`src/rtl/vga_sync_receiver.sv`:
```
// VGA timing receiver: recovers pixel coordinates and data-enable from active-low
// hsync/vsync, measures line/frame periods and locks onto the configured timing.
module vga_sync_receiver #(
  parameter int H_VISIBLE   = 640,
  parameter int H_FRONT     = 16,
  parameter int H_SYNC      = 96,
  parameter int H_BACK      = 48,
  parameter int V_VISIBLE   = 480,
  parameter int V_FRONT     = 10,
  parameter int V_SYNC      = 2,
  parameter int V_BACK      = 33,
  parameter int LOCK_FRAMES = 2
) (
  input  logic        clk,
  input  logic        reset,
  input  logic        hsync_in,
  input  logic        vsync_in,
  output logic [10:0] x_pos,
  output logic [10:0] y_pos,
  output logic        de,
  output logic        frame_start,
  output logic        locked,
  output logic        h_err,
  output logic        v_err,
  output logic [11:0] meas_h_total,
  output logic [10:0] meas_v_total
);

  localparam int H_TOTAL = H_VISIBLE + H_FRONT + H_SYNC + H_BACK;
  localparam int V_TOTAL = V_VISIBLE + V_FRONT + V_SYNC + V_BACK;
  localparam int CNT_W   = $clog2(LOCK_FRAMES + 1);

  localparam logic [11:0]      H_TOTAL_C = 12'(H_TOTAL);
  localparam logic [11:0]      H_ACT_LO  = 12'(H_SYNC + H_BACK);
  localparam logic [11:0]      H_ACT_HI  = 12'(H_SYNC + H_BACK + H_VISIBLE - 1);
  localparam logic [10:0]      X_OFS     = 11'(H_SYNC + H_BACK);
  localparam logic [10:0]      V_TOTAL_C = 11'(V_TOTAL);
  localparam logic [10:0]      V_ACT_LO  = 11'(V_SYNC + V_BACK);
  localparam logic [10:0]      V_ACT_HI  = 11'(V_SYNC + V_BACK + V_VISIBLE - 1);
  localparam logic [CNT_W-1:0] LOCK_LAST = CNT_W'(LOCK_FRAMES - 1);
  localparam logic [CNT_W-1:0] CNT_ONE   = CNT_W'(1);
  localparam logic [CNT_W-1:0] CNT_ZERO  = {CNT_W{1'b0}};

  typedef enum logic [1:0] {
    ST_UNLOCKED = 2'd0,
    ST_CHECKING = 2'd1,
    ST_LOCKED   = 2'd2
  } state_t;

  logic             hs_d1_r, hs_d2_r, vs_d1_r, vs_d2_r;
  logic [11:0]      h_phase_r;
  logic [10:0]      v_line_r;
  logic             h_seen_r, vs_pending_r, bad_frame_r;
  state_t           state_r, state_s;
  logic [CNT_W-1:0] good_cnt_r, good_cnt_s;

  logic        hs_fall_s, vs_fall_s, boundary_s, h_sat_s;
  logic        line_bad_s, v_bad_s, frame_good_s, act_s, lock_next_s;
  logic [11:0] h_len_s;
  logic [10:0] v_len_s;

  assign hs_fall_s    = hs_d2_r & ~hs_d1_r;
  assign vs_fall_s    = vs_d2_r & ~vs_d1_r;
  assign boundary_s   = hs_fall_s & (vs_pending_r | vs_fall_s);
  assign h_sat_s      = (h_phase_r == 12'hFFF);
  // measured lengths saturate so a stalled hsync still reads as a bad line
  assign h_len_s      = h_sat_s ? 12'hFFF : h_phase_r + 12'd1;
  assign v_len_s      = (v_line_r == 11'h7FF) ? 11'h7FF : v_line_r + 11'd1;
  assign line_bad_s   = hs_fall_s & h_seen_r & (h_len_s != H_TOTAL_C);
  assign v_bad_s      = (v_len_s != V_TOTAL_C);
  assign frame_good_s = ~v_bad_s & ~bad_frame_r & ~line_bad_s;
  assign act_s        = (h_phase_r >= H_ACT_LO) && (h_phase_r <= H_ACT_HI) &&
                        (v_line_r >= V_ACT_LO) && (v_line_r <= V_ACT_HI);
  assign lock_next_s  = (state_s == ST_LOCKED);

  // Input sync flops idle high so reset release never looks like a falling edge
  always_ff @(posedge clk or posedge reset) begin
    if (reset) begin
      hs_d1_r <= 1'b1;
      hs_d2_r <= 1'b1;
      vs_d1_r <= 1'b1;
      vs_d2_r <= 1'b1;
    end else begin
      hs_d1_r <= hsync_in;
      hs_d2_r <= hs_d1_r;
      vs_d1_r <= vsync_in;
      vs_d2_r <= vs_d1_r;
    end
  end

  // Phase/line counters and period measurement
  always_ff @(posedge clk or posedge reset) begin
    if (reset) begin
      h_phase_r    <= 12'd0;
      v_line_r     <= 11'd0;
      h_seen_r     <= 1'b0;
      vs_pending_r <= 1'b0;
      bad_frame_r  <= 1'b0;
      meas_h_total <= 12'd0;
      meas_v_total <= 11'd0;
      h_err        <= 1'b0;
      v_err        <= 1'b0;
      frame_start  <= 1'b0;
    end else begin
      if (hs_fall_s) begin
        h_phase_r <= 12'd0;
        h_seen_r  <= 1'b1;
      end else if (!h_sat_s) begin
        h_phase_r <= h_phase_r + 12'd1;
      end
      if (hs_fall_s && h_seen_r) begin
        meas_h_total <= h_len_s;
        h_err        <= (h_len_s != H_TOTAL_C);
      end
      if (boundary_s) begin
        v_line_r     <= 11'd0;
        meas_v_total <= v_len_s;
        v_err        <= v_bad_s;
      end else if (hs_fall_s && (v_line_r != 11'h7FF)) begin
        v_line_r <= v_line_r + 11'd1;
      end
      // a stalled hsync also times out a pending vsync
      if (boundary_s) begin
        vs_pending_r <= 1'b0;
      end else if (vs_fall_s) begin
        vs_pending_r <= 1'b1;
      end else if (h_sat_s) begin
        vs_pending_r <= 1'b0;
      end
      if (boundary_s) begin
        bad_frame_r <= 1'b0;
      end else if (line_bad_s) begin
        bad_frame_r <= 1'b1;
      end
      frame_start <= boundary_s;
    end
  end

  // Lock state register
  always_ff @(posedge clk or posedge reset) begin
    if (reset) begin
      state_r    <= ST_UNLOCKED;
      good_cnt_r <= CNT_ZERO;
    end else begin
      state_r    <= state_s;
      good_cnt_r <= good_cnt_s;
    end
  end

  // Lock next-state: the first boundary only arms checking
  always_comb begin
    state_s    = state_r;
    good_cnt_s = good_cnt_r;
    case (state_r)
      ST_UNLOCKED: begin
        if (boundary_s) begin
          state_s    = ST_CHECKING;
          good_cnt_s = CNT_ZERO;
        end else begin
          state_s = ST_UNLOCKED;
        end
      end
      ST_CHECKING: begin
        if (h_sat_s) begin
          state_s    = ST_UNLOCKED;
          good_cnt_s = CNT_ZERO;
        end else if (boundary_s && frame_good_s) begin
          good_cnt_s = good_cnt_r + CNT_ONE;
          if (good_cnt_r == LOCK_LAST) begin
            state_s = ST_LOCKED;
          end else begin
            state_s = ST_CHECKING;
          end
        end else if (boundary_s) begin
          good_cnt_s = CNT_ZERO;
        end else begin
          state_s = ST_CHECKING;
        end
      end
      ST_LOCKED: begin
        if (line_bad_s || (boundary_s && v_bad_s) || h_sat_s) begin
          state_s    = ST_UNLOCKED;
          good_cnt_s = CNT_ZERO;
        end else begin
          state_s = ST_LOCKED;
        end
      end
      default: begin
        state_s    = ST_UNLOCKED;
        good_cnt_s = CNT_ZERO;
      end
    endcase
  end

  // Registered video outputs; coordinates hold outside the active window
  always_ff @(posedge clk or posedge reset) begin
    if (reset) begin
      locked <= 1'b0;
      de     <= 1'b0;
      x_pos  <= 11'd0;
      y_pos  <= 11'd0;
    end else begin
      locked <= lock_next_s;
      de     <= lock_next_s && act_s;
      if (lock_next_s && act_s) begin
        x_pos <= h_phase_r[10:0] - X_OFS;
        y_pos <= v_line_r - V_ACT_LO;
      end
    end
  end

endmodule

```
`config.mk`:
```
export PLATFORM = sky130hd
export DESIGN_NAME = vga_sync_receiver
export DESIGN_NICKNAME = d
export VERILOG_FILES = /design/src/rtl/vga_sync_receiver.sv
export SDC_FILE = /design/constraint.sdc
export NUM_CORES = 1
export LEC_CHECK = 0
export ABC_AREA = 1
export BUFFER_PORTS_ARGS = -buffer_cell sky130_fd_sc_hd__clkbuf_2
export CAP_MARGIN = 0
export CORE_MARGIN = 2
export CORE_UTILIZATION = 35
export DETAILED_ROUTE_END_ITERATION = 10
export PLACE_DENSITY = 0.63
export SETUP_SLACK_MARGIN = 0.02
export SLEW_MARGIN = 20
export SYNTH_ARGS = -nofsm -noshare
export SYNTH_HDL_FRONTEND = slang
export SYNTH_SLANG_ARGS = --single-unit
```
`constraint.sdc`:
```
create_clock -name clk -period 4.5 [get_ports clk]
set_clock_uncertainty 0.15 [all_clocks]
set_input_delay 0.45 -clock clk [delete_from_list [all_inputs] [get_ports clk]]
set_output_delay 0.45 -clock clk [all_outputs]
set_load 0.02 [all_outputs]
```
---- Yosys cells after proc, flatten, opt, wreduce, memory -nomap -nowiden ----
Cells that the tools add are included.
cells by class
  add/subtract/negate cells ............... 5
  $lt $le $gt $ge ......................... 4
  eq/ne operators ......................... 11
  muxes and demuxes ....................... 23
  bitwise gates (word level) .............. 13
  reductions and logical operators ........ 14
operators by type and width
  kind                     number
  $mux W12                 3
  $mux W11                 3
  $mux W2                  9
  $add A12 B1 Y12 const B  1
  $eq A12 B12 Y1 const B   1
  $ge A12 B8 Y1 const B    1
  $le A12 B10 Y1 const B   1
  $ne A12 B10 Y1 const B   1
  $pmux W2 S3              2
  $add A11 B1 Y11 const B  1
  $eq A11 B11 Y1 const B   1
  $ge A11 B6 Y1 const B    1
  $le A11 B10 Y1 const B   1
  $ne A11 B10 Y1 const B   1
  $ne A11 B11 Y1 const B   1
  $sub A11 B6 Y11 const B  1
  $sub A11 B8 Y11 const B  1
  $logic_and A1 B1 Y1      8
  $and A1 B1 Y1            7
  $mux W1                  6
  $not A1 Y1               5
  $eq A2 B1 Y1 const B     2
  $eq A2 B2 Y1 const B     2
  $ne A2 B2 Y1 const B     2
  other kinds (6)          8
word-level totals
  register bits after elaboration ......... 84
  bits of input ports ..................... 4
  output and inout port bits .............. 50
  word-level logic and storage cells ...... 90

---- Logic depth before layout (Yosys ltp) ----
  depth in word-level cells ............... 12
  gate-level depth with buffers ........... 21
  gate-level depth less buffers ........... 19

---- Worst setup path after synthesis ----
OpenSTA, ideal clock, no wires.
  path type ............................... reg2reg
  from .................................... reg h_phase_r[0]
  to ...................................... reg x_pos[0]
  library setup time ...................... 0.117 ns
  arrival ................................. 2.083 ns
  data required time ...................... 4.233 ns
  setup slack ............................. 2.150 ns
  stages on the path, launching flop included .. 19
  path buffers ............................ 2
  clock period less this slack ............ 2.350 ns
  cell sequence ........................... dfrtp_1 -> ha_1 -> nand2_1 -> nor2_4 -> nand3_4 -> buf_6 -> nand3_2 -> nand2_1 -> nor2_1 -> nand2_1 -> nand2_2 -> nand3_1 -> nand2_1 -> nand2_2 -> nand2_4 -> nand2_4 -> buf_6 -> nand2_1 -> nand2_1
on the way
  word-level cells in the longest chain between the ends .. 12
  elaborated cells between the ends (all ways) .. 22
  those cells by class .................... add/sub: 2; order compare: 2; eq/ne: 3; mux: 5; bitwise: 3; reduce/logical: 7
RTL lines
  what                                               RTL line  RTL
  start, declared                                    51        logic [11:0] h_phase_r;
  start signal, assigned                             109       h_phase_r <= h_phase_r + 12'd1;
  $add A12 B1 Y12 or $eq A12 B12 Y1 (tied branches)  67, 65
  $mux W12                                           67        assign h_len_s = h_sat_s ? 12'hFFF : h_phase_r + 12'd1;
  $ne A12 B10 Y1                                     69        assign line_bad_s = hs_fall_s & h_seen_r & (h_len_s != H_TOTAL_C);
  $and A1 B1 Y1                                      69
  $not A1 Y1                                         71        assign frame_good_s = ~v_bad_s & ~bad_frame_r & ~line_bad_s;
  $and A1 B1 Y1                                      71
  $logic_and A1 B1 Y1                                167       end else if (boundary_s && frame_good_s) begin
  $mux W2                                            167
  $mux W2                                            164       if (h_sat_s) begin
  $pmux W2 S3                                        154       case (state_r)
  $eq A2 B2 Y1                                       74        assign lock_next_s = (state_s == ST_LOCKED);
  $logic_and A1 B1 Y1                                205       if (lock_next_s && act_s) begin
  end signal, assigned                               206       x_pos <= h_phase_r[10:0] - X_OFS;
  end, declared                                      18        output logic [10:0] x_pos,
Several ways; a longest one is shown, not always the timed one.
A chain may end at the register's enable or synchronous reset.

---- Worst setup path after layout ----
  from .................................... reg v_line_r[0]
  to ...................................... reg y_pos[6]
on the way
  word-level cells in the longest chain between the ends .. 12
  elaborated cells between the ends (all ways) .. 22
  those cells by class .................... add/sub: 2; order compare: 2; eq/ne: 3; mux: 5; bitwise: 3; reduce/logical: 7
RTL lines
  what                                               RTL line  RTL
  start, declared                                    52        logic [10:0] v_line_r;
  start signal, assigned                             120       v_line_r <= v_line_r + 11'd1;
  $add A11 B1 Y11 or $eq A11 B11 Y1 (tied branches)  68        assign v_len_s = (v_line_r == 11'h7FF) ? 11'h7FF : v_line_r + 11'd1;
  $mux W11                                           68
  $ne A11 B10 Y1                                     70        assign v_bad_s = (v_len_s != V_TOTAL_C);
  $not A1 Y1                                         71
  $and A1 B1 Y1 (2 in series)                        71
  $logic_and A1 B1 Y1                                167
  $mux W2                                            167
  $mux W2                                            164
  $pmux W2 S3                                        154
  $eq A2 B2 Y1                                       74
  $logic_and A1 B1 Y1                                205
  end signal, assigned                               207       y_pos <= v_line_r - V_ACT_LO;
  end, declared                                      19        output logic [10:0] y_pos,
Several ways; a longest one is shown, not always the timed one.

==> results.ini <==
[cells_and_area]
area_growth_pct = 16.2
antennaDiodeCount = 0
fillers = 1159
drive_gt1_frac = 0.158
multi_input_area_um2 = 1760
ff_latch_area_um2 = 2110
fin_nets = 576

[critical_path]
path_delay_family = simple AND/OR/NAND/NOR gates
path_cells = ha_1 > nand3_1 > nor2_1 > xor2_1 > nand3_1 > nor2_1 > nand2_1 > nor2_2 > nand3_1 > nand2_1 > nand2_2 > nand2_4 > nand2_4 > nand2_1 > nand2_1
max_stage_delay_ns = 0.45
worstPathArrival_ns = 3.04
required_ns = 4.58
crit_path_frequent_cell = nand2_1
worstSetupPathType = reg -> reg
crit_buf_inv = 0
worstPathMaxFanout = 24
cp-start-kind = flop
cp_slowest_cell = dfrtp_1
end_kind = flop

[sta]
finalSetupViolCount = 0
slew_headroom = 0.583
whs_ns = 0.0404
tns_ns = 0
rsz0062_at_grt = false
layout_min_cycle_time_ns = 2.96
hold_viol = 0
finalWorstSetupSlack_ns = 1.54
period_share = 0.659
drv_slew = 0
tightest_slew_ns = 0.625
max_freq_mhz = 337

[clock_tree]
cts_htree_levels = 3
insertion_delay_ns = 0.34
clockBufferDepth = 2
clock_sinks = 84
cts_resized = 0
root_buffer = clkbuf_16
cts_tree = built
ctsHoldBuffers = 1
clkTransAtPathRegs_ns = 0.06
numCtsBuffers = 9
cts_setup_buffers = 0

[logic_synthesis]
syn-num-nets = 521
synth.most_common_cell = nand2_1
netlist_instances = 508
synth_commonest_cells = nand2_1 (142), dfrtp_1 (80), inv_1 (61)
synth_area_um2 = 4180
synthTopCellsByArea = dfrtp_1 (48%), nand2_1 (13%), inv_1 (5.5%), nand3_1 (5.4%), nor2_1 (4.8%)
synth_ff_type = dfrtp_1
seq_area_frac_synth = 0.504
synth_edf_count = 0
synth_cell_types = 31
syn_avg_cell_area_um2 = 8.23
async_reset_ff_frac = 1.00
yosys.area.top_type_share = 0.479
yosysTopAreaCell = dfrtp_1
yosys_warnings = 0
synth_seq_cells = 84

[floorplanning]
num_rows = 39
dieArea_um2 = 12800
num_io_pins = 54
dieWidth_um = 113
die_h_um = 113
start_util = 0.363
core-area_um2 = 11500

[pwr]
p_comb_frac = 0.161
p_seq_frac = 0.471
pwr_density_cell_nw_per_um2 = 386
netSwitchingFraction = 0.302
power_mw = 1.87
clkPwrFrac = 0.368
p_leak_nw = 2.54
p_switching_mw = 0.565
cell_internal_pwr_mw = 1.31
peakVddDrop_mv = 0.221

[routing]
wl_met2_mm = 4.12
drcViolationCount = 0
drt-initial-drc-count = 202
vias = 3412
final_antenna_net_count = 0
routedLengthMet1_mm = 4.85
wl_per_cell_um = 13.5
firstDrtPassIters = 4
via_per_inst = 4.80
highest_layer = met4
met3_length_um = 469
wl_mm = 9.61

[run_status]
status = completed

[grt]
grt_pass1_vias = 3339
antenna_found_initial = 0
grt_pass1_wl_mm = 16.5
grt_start_max_net_pins = 51
overflow = 0
track_usage = 0.160

[placed_design]
dpl.hpwl_mm = 7.15
gp_congestion = 0.898
portBuffers = 53
dp_slack_ns = 1.53

[flow_run]
maxCapViolCount = 0

[min_path]
hold_class = in -> reg

-- logic make-up after synthesis --
| family | after synthesis | synth area share |
|---|---|---|
| and+or+nand+nor | 265 | 0.275 |
| DFF | 84 | 0.504 |
| xor gates and xnor gates | 20 | 0.0419 |
| adders and majority gates | 9 | 0.0269 |
| buffers and inverters | 75 | 0.0754 |
| AOI/OAI and AO/OA | 55 | 0.0769 |
-- power by group through the flow --
stage	sequential, mW	clock, mW	combinational, mW
after floorplan	0.929	0	0.161
after global placement	0.891	0	0.300
after detailed placement	0.894	0	0.303
after CTS	0.881	0.703	0.305
after global routing	0.891	0.733	0.342
final	0.882	0.689	0.302
-- flip-flops by register name, indices dropped and copies added, names as in the netlist --
signal,count
state_r,2
locked,1
h_err,1
frame_start,1
meas_v_total,11
vs_d2_r,1
x_pos,11
h_seen_r,1
hs_d2_r,1
h_phase_r,12
meas_h_total,12
hs_d1_r,1
vs_d1_r,1
good_cnt_r,2
v_line_r,11
vs_pending_r,1
y_pos,11
de,1
bad_frame_r,1
v_err,1
-- placed cells by master (no fill, tap or decap), types with 2 or more instances in the layout --
cell	Yosys	final
o21ai_0	23	23
clkbuf_16	0	9
nand3_2	4	4
nand2_4	2	2
inv_1	61	60
nand4_1	3	3
o22ai_1	4	4
nand3_1	45	45
clkbuf_2	0	53
clkinvlp_4	0	2
o32ai_1	3	3
clkbuf_1	6	3
nand2_2	3	3
nor2_2	2	2
buf_4	2	4
nor2_1	54	54
dfrtp_1	80	80
nand2_1	142	142
xor2_1	19	19
nor3_1	7	6
a31oi_1	3	3
a21oi_1	13	13
o211ai_1	2	2
dfstp_2	4	4
ha_1	9	9
a211oi_1	4	4
nor2_4	2	2
-- metal layers --
| layer | vias up | track usage |
|---|---|---|
| met4 | 0 | 0.0699 |
| met1 | 1594 | 0.231 |
| met2 | 77 | 0.227 |
| met3 | 11 | 0.0418 |
| met5 | - | 0 |
| li1 | 1730 | - |
-- layout make-up --
type                            count  share of cell area
Clock buffer                       13              0.0515
Tap cell                          143              0.0368
Sequential cell                    84               0.434
Clock inverter                      3             0.00489
Inverter                           61              0.0474
Multi-Input combinational cell    349               0.363
Timing Repair Buffer               58              0.0628
-- metrics by stage --
step	cell area, µm²	cells	utilization
floorplan	4180	508	-
global placement	4570	694	0.397
detailed placement	4570	694	0.397
CTS	4860	711	0.422
global route	4860	711	0.422
finish	4860	711	0.422
-- path summary, 6_finish.rpt --
| check | start | end | slack, ns | cells after the start |
|---|---|---|---|---|
| worst max-delay path | v_line_r[0] | y_pos[6] | 1.54 | 15 |
| worst min-delay path | hsync_in | hs_d1_r | 0.04 | 1 |
| worst max register to register | v_line_r[0] | y_pos[6] | 1.54 | 15 |
| worst min register to register | vs_d1_r | vs_d2_r | 0.21 | 0 |
| max in group asynchronous | reset | meas_h_total[6] | 2.64 | 4 |
| min in group asynchronous | reset | y_pos[9] | 0.53 | 3 |
No activity file was read; power rests on OpenSTA's default activity.
